==> src/rtl/seg7_pkg.sv <==
// Shared seven-segment constants and the BCD digit type used by the counter
// and its per-digit decoders.
package seg7_pkg;

  typedef logic [3:0] bcd_digit_t;

  // Active-low, bit order {g,f,e,d,c,b,a}.
  localparam logic [6:0] SEG_0     = 7'b1000000;
  localparam logic [6:0] SEG_1     = 7'b1111001;
  localparam logic [6:0] SEG_2     = 7'b0100100;
  localparam logic [6:0] SEG_3     = 7'b0110000;
  localparam logic [6:0] SEG_4     = 7'b0011001;
  localparam logic [6:0] SEG_5     = 7'b0010010;
  localparam logic [6:0] SEG_6     = 7'b0000010;
  localparam logic [6:0] SEG_7     = 7'b1111000;
  localparam logic [6:0] SEG_8     = 7'b0000000;
  localparam logic [6:0] SEG_9     = 7'b0011000;
  localparam logic [6:0] SEG_BLANK = 7'b1111111;

endpackage

==> src/rtl/seg7_decode.sv <==
// Combinational BCD-to-seven-segment decoder for one digit. A raised blank
// flag, or any non-BCD nibble, turns every segment off.
module seg7_decode
  import seg7_pkg::*;
(
  input  bcd_digit_t  digit_i,
  input  logic        blank_i,
  output logic [6:0]  seg_o
);

  always_comb begin
    // NOTE: the output gets a default before the case, so no path through
    // this block leaves it unassigned and no latch can be inferred.
    seg_o = SEG_BLANK;
    if (!blank_i) begin
      case (digit_i)
        4'd0:    seg_o = SEG_0;
        4'd1:    seg_o = SEG_1;
        4'd2:    seg_o = SEG_2;
        4'd3:    seg_o = SEG_3;
        4'd4:    seg_o = SEG_4;
        4'd5:    seg_o = SEG_5;
        4'd6:    seg_o = SEG_6;
        4'd7:    seg_o = SEG_7;
        4'd8:    seg_o = SEG_8;
        4'd9:    seg_o = SEG_9;
        default: seg_o = SEG_BLANK;
      endcase
    end
  end

endmodule

==> src/rtl/bcd_counter_display.sv <==
// Multi-digit up/down BCD counter with a tick prescaler, wrap pulse, LED
// toggle and registered seven-segment outputs with leading-zero blanking.
module bcd_counter_display
  import seg7_pkg::*;
#(
  parameter int DIGITS   = 4,
  parameter int TICK_DIV = 50_000_000,
  parameter int BLANK_LZ = 1
) (
  input  logic                  clk,
  input  logic                  rst,
  input  logic                  en,
  input  logic                  up,
  input  logic                  clr,
  output logic [4*DIGITS-1:0]   bcd,
  output logic [7*DIGITS-1:0]   seg,
  output logic                  led,
  output logic                  wrap
);

  localparam int              PW        = (TICK_DIV > 1) ? $clog2(TICK_DIV) : 1;
  localparam logic [PW-1:0]   PRESC_MAX = PW'(TICK_DIV - 1);

  logic [PW-1:0]              presc_q, presc_d;
  bcd_digit_t [DIGITS-1:0]    digit_q, digit_d;
  logic                       led_q, led_d;
  logic                       wrap_q, wrap_d;
  logic [7*DIGITS-1:0]        seg_q, seg_d, seg_rst;
  logic [DIGITS-1:0]          blank;
  logic                       tick;
  logic                       carry;
  logic                       zero_run;

  assign tick = en && (presc_q == PRESC_MAX);

  // Ripple the carry/borrow from digit 0 upward; a carry surviving the top
  // digit means the whole count rolled over.
  always_comb begin
    presc_d = presc_q;
    digit_d = digit_q;
    led_d   = led_q;
    wrap_d  = 1'b0;
    carry   = 1'b1;
    if (clr) begin
      presc_d = '0;
      digit_d = '0;
      led_d   = 1'b0;
    end else if (en) begin
      presc_d = tick ? '0 : presc_q + 1'b1;
      if (tick) begin
        led_d = ~led_q;
        for (int i = 0; i < DIGITS; i++) begin
          if (carry) begin
            if (up) begin
              if (digit_q[i] >= 4'd9) begin
                digit_d[i] = 4'd0;
              end else begin
                digit_d[i] = digit_q[i] + 4'd1;
                carry      = 1'b0;
              end
            end else begin
              if (digit_q[i] == 4'd0) begin
                digit_d[i] = 4'd9;
              end else begin
                digit_d[i] = digit_q[i] - 4'd1;
                carry      = 1'b0;
              end
            end
          end
        end
        wrap_d = carry;
      end
    end
  end

  // A digit above 0 blanks while it and every digit above it are zero.
  always_comb begin
    blank    = '0;
    zero_run = 1'b1;
    for (int i = DIGITS - 1; i >= 1; i--) begin
      zero_run = zero_run && (digit_q[i] == 4'd0);
      blank[i] = (BLANK_LZ != 0) && zero_run;
    end
  end

  for (genvar g = 0; g < DIGITS; g++) begin : g_digit
    seg7_decode u_dec (
      .digit_i (digit_q[g]),
      .blank_i (blank[g]),
      .seg_o   (seg_d[7*g +: 7])
    );
    assign seg_rst[7*g +: 7] = ((g > 0) && (BLANK_LZ != 0)) ? SEG_BLANK : SEG_0;
  end

  always_ff @(posedge clk) begin
    // NOTE: registers take non-blocking assignments so every flop samples
    // the pre-edge values, whatever order the statements appear in.
    if (rst) begin
      presc_q <= '0;
      digit_q <= '0;
      led_q   <= 1'b0;
      wrap_q  <= 1'b0;
      seg_q   <= seg_rst;
    end else begin
      presc_q <= presc_d;
      digit_q <= digit_d;
      led_q   <= led_d;
      wrap_q  <= wrap_d;
      seg_q   <= seg_d;
    end
  end

  assign bcd  = digit_q;
  assign seg  = seg_q;
  assign led  = led_q;
  assign wrap = wrap_q;

endmodule
==> config.mk <==
export PLATFORM = sky130hd
export DESIGN_NAME = bcd_counter_display
export DESIGN_NICKNAME = d
export VERILOG_FILES = /design/src/rtl/seg7_pkg.sv /design/src/rtl/seg7_decode.sv /design/src/rtl/bcd_counter_display.sv
export SDC_FILE = /design/constraint.sdc
export NUM_CORES = 1
export LEC_CHECK = 0
export ABC_AREA = 0
export ABC_CLOCK_PERIOD_IN_PS = 3000
export CORE_MARGIN = 2
export CORE_UTILIZATION = 55
export DETAILED_ROUTE_END_ITERATION = 16
export GPL_TIMING_DRIVEN = 1
export PLACE_DENSITY = 0.88
export SLEW_MARGIN = 5
export SYNTH_ARGS = -nofsm -noshare
export SYNTH_HDL_FRONTEND = slang
export SYNTH_SLANG_ARGS = --single-unit
==> constraint.sdc <==
create_clock -name clk -period 3 [get_ports clk]
set_clock_uncertainty 0.05 [all_clocks]
set_input_delay 0.6 -clock clk [delete_from_list [all_inputs] [get_ports clk]]
set_output_delay 0.6 -clock clk [all_outputs]
set_load 0.05 [all_outputs]
==> impl_metrics.tcl <==
set metrics [dict create \
    wl_mm 9.20 \
    cellLeakagePower_uw 0.00167 \
    swShare_pct 22.8 \
    pin_count 51 \
    crit_path_top_delay_cell "clkdlybuf4s50_1" \
    numCtsBuffers 9 \
    relSlewSlack_pct 65.7 \
    setup_viol 0 \
    clock_tree.root_cell "clkbuf_8" \
    dr.pass1.iters 5 \
    finish.utilization_pct 69.0 \
    powerDensity_nw_per_um2 392 \
    min_period_ps 2550 \
    crit_type "flip-flop to output pin" \
    rsz0062_at_grt "no" \
    diodes 0 \
    switchingPower_uw 418 \
    dpl.hpwl_mm 6.44 \
    die-width_um 87.3 \
    whs_ps 449 \
    ys_async_sr_fraction_pct 0 \
    clock_latency_ps 350 \
    period_share_pct 85.1 \
    initial_core_util_pct 56.5 \
    path_buf_inv 1 \
    crit_fanout 17 \
    synth.area.top_cells "dfxtp_1, ha_1, nor2_1, a21oi_1, o21ai_0" \
    ctsResizeCount 0 \
    dieArea_um2 7630 \
    n_fill_cell 553 \
    drv_cap 0 \
    ys_ff_latch 72 \
    max_stage_delay_ps 910 \
    netlist_area_um2 3820 \
    worst_pin_slew_ps 512 \
    cp.required_ps 2350 \
    synthCells 474 \
    synth_fp_nets 503 \
    htreeDepth 3 \
    port_buffers 50 \
    setup_tns_ps 0 \
    ff2ff_setup_slack_ps 530 \
    postPlaceCellArea_um2 4450 \
    ys.flop_type "dfxtp_1" \
    drc 0 \
    final_common_cell "dfxtp_1" \
    antenna_found_initial 0 \
    combPwrFrac_pct 3.3 \
    grt_pass1_vias 3533 \
    fp.dieH_um 87.3 \
    gp_congestion 0.913 \
    multiInputGateArea_um2 2200 \
    dr.first_iter.drc_count 243 \
    setup.worst_path.start_class "flip-flop" \
    yosysUniqueCellTypes 51 \
    seqCellArea_um2 1440 \
    slew_violations 0 \
    peakVddDrop_uv 284 \
    worst_path_dominant_cell_family "buffers and inverters" \
    ant_nets 0 \
    postSynthAreaPerCell_um2 8.06 \
    layout.cells.non_filler 613 \
    yosys_warnings 0 \
    post-cts-setup-buffers 0 \
    vias 3633 \
    final_cell_mix "dfxtp_1, nor2_1, clkdlybuf4s50_1" \
    hold_class "flip-flop to flip-flop" \
    pwr-share-clk_pct 44.4 \
    dp_cells 597 \
    rows 30 \
    run_status "finished clean" \
    synth_edf_count 0 \
    vias_per_cell 5.93 \
    grt_max_degree 24 \
    track_usage_pct 25.8 \
    drive_gt1_share_pct 6.94 \
    clk_pin_slew_worst_paths_ps 80 \
    seqPwrFrac_pct 52.3 \
    synth_area_leader_cell "dfxtp_1" \
    fmax_mhz 392 \
    nNetsFinal 557 \
    ys_seq_area_share_pct 37.7 \
    grt_pass1_wl_mm 15.9 \
    ctsHoldBuffers 0 \
    clock_sinks 72 \
    cp_cell_sequence "clkdlybuf4s50_1" \
    finalInstanceArea_um2 4660 \
    hold_viol_final 0 \
    clockBufferDepth 2 \
    grt_overflow 0 \
    cts_tree "built" \
    p_int_uw 1410 \
    syn_to_final_growth_pct 22.0 \
    core_area_um2 6760 \
    worstSetupEndpointType "output pin" \
    arrival_ps 1900 \
    wire_per_inst_um 15.0 \
    synth.top_cell.area_share_pct 37.7 \
]
-- sequential cells by signal, indices dropped and copies added (netlist names) --
register	cells
presc_q	26
wrap	1
bcd	16
led	1
seg	28
-- power groups by stage --
stage	logic [uW]	clock network, uW	registers (uW)
floorplan	35.2	0	979
global placement	58.7	0	979
detailed placement	59.7	0	979
CTS	60.4	829	956
global route	67.1	867	956
finish	61.0	812	956
-- synthesized netlist by cell type (all sizes together) (2+ instances only) --
library cell / number
a21oi: 39
nand2b: 6
nor3: 16
buf: 4
and3: 7
a211oi: 6
clkbuf: 20
o31ai: 7
or4: 3
and2: 4
o21bai: 4
xor2: 7
o211ai: 7
nand4: 10
xnor2: 18
and4: 6
o21ai: 35
o21a: 4
o22ai: 4
or3: 2
ha: 24
nor4b: 4
nor3b: 5
nor4: 2
or3b: 2
nor2: 57
nand2: 41
nand3: 11
dfxtp: 72
mux2i: 2
a21boi: 2
a31oi: 7
inv: 21
o32ai: 3
-- through the flow --
stage / total power, uW / worst slack [ps]
after CTS: 1850 / 430
final: 1830 / 446
after floorplan: 1010 / 331
after detailed placement: 1040 / 200
after global routing: 1890 / 324
after global placement: 1040 / 272
-- cell families after synthesis --
| logic type | Yosys count | synth area share (%) |
|---|---|---|
| XOR/XNOR | 25 | 5.73 |
| multiplexers | 2 | 0.524 |
| AO/OA/AOI/OAI | 125 | 19.8 |
| adder cells (fa/ha/maj) | 24 | 7.86 |
| buffers and inverters | 46 | 4.78 |
| flip-flops | 72 | 37.7 |
| AND/OR/NAND/NOR | 180 | 23.6 |
-- final cells by class --
cell class | count | share of cell area [%]
multi-input combinational | 356 | 47.1
sequential | 72 | 30.9
timing repair buffer | 67 | 13.5
clock buffer | 11 | 3.25
tap | 80 | 2.15
inverter | 22 | 1.77
clock inverter | 5 | 1.34
-- worst paths after layout --
path,endpoint,cells past startpoint,start
setup / recovery,bcd[6],1,bcd[6]$_SDFFE_PP0P_
hold / removal,presc_q[1]$_SDFFE_PP0P_,2,presc_q[1]$_SDFFE_PP0P_
setup reg to reg,bcd[14]$_SDFFE_PP0P_,7,bcd[4]$_SDFFE_PP0P_
hold reg to reg,presc_q[1]$_SDFFE_PP0P_,2,presc_q[1]$_SDFFE_PP0P_
-- layer usage --
metal | GRT usage, % | routed length (um)
met4 | 10.6 | 165
met5 | 0 | 0
met3 | 5.12 | 611
met2 | 42.0 | 4440
met1 | 33.3 | 3980
Note: power is estimated with default switching activity, not from simulation.
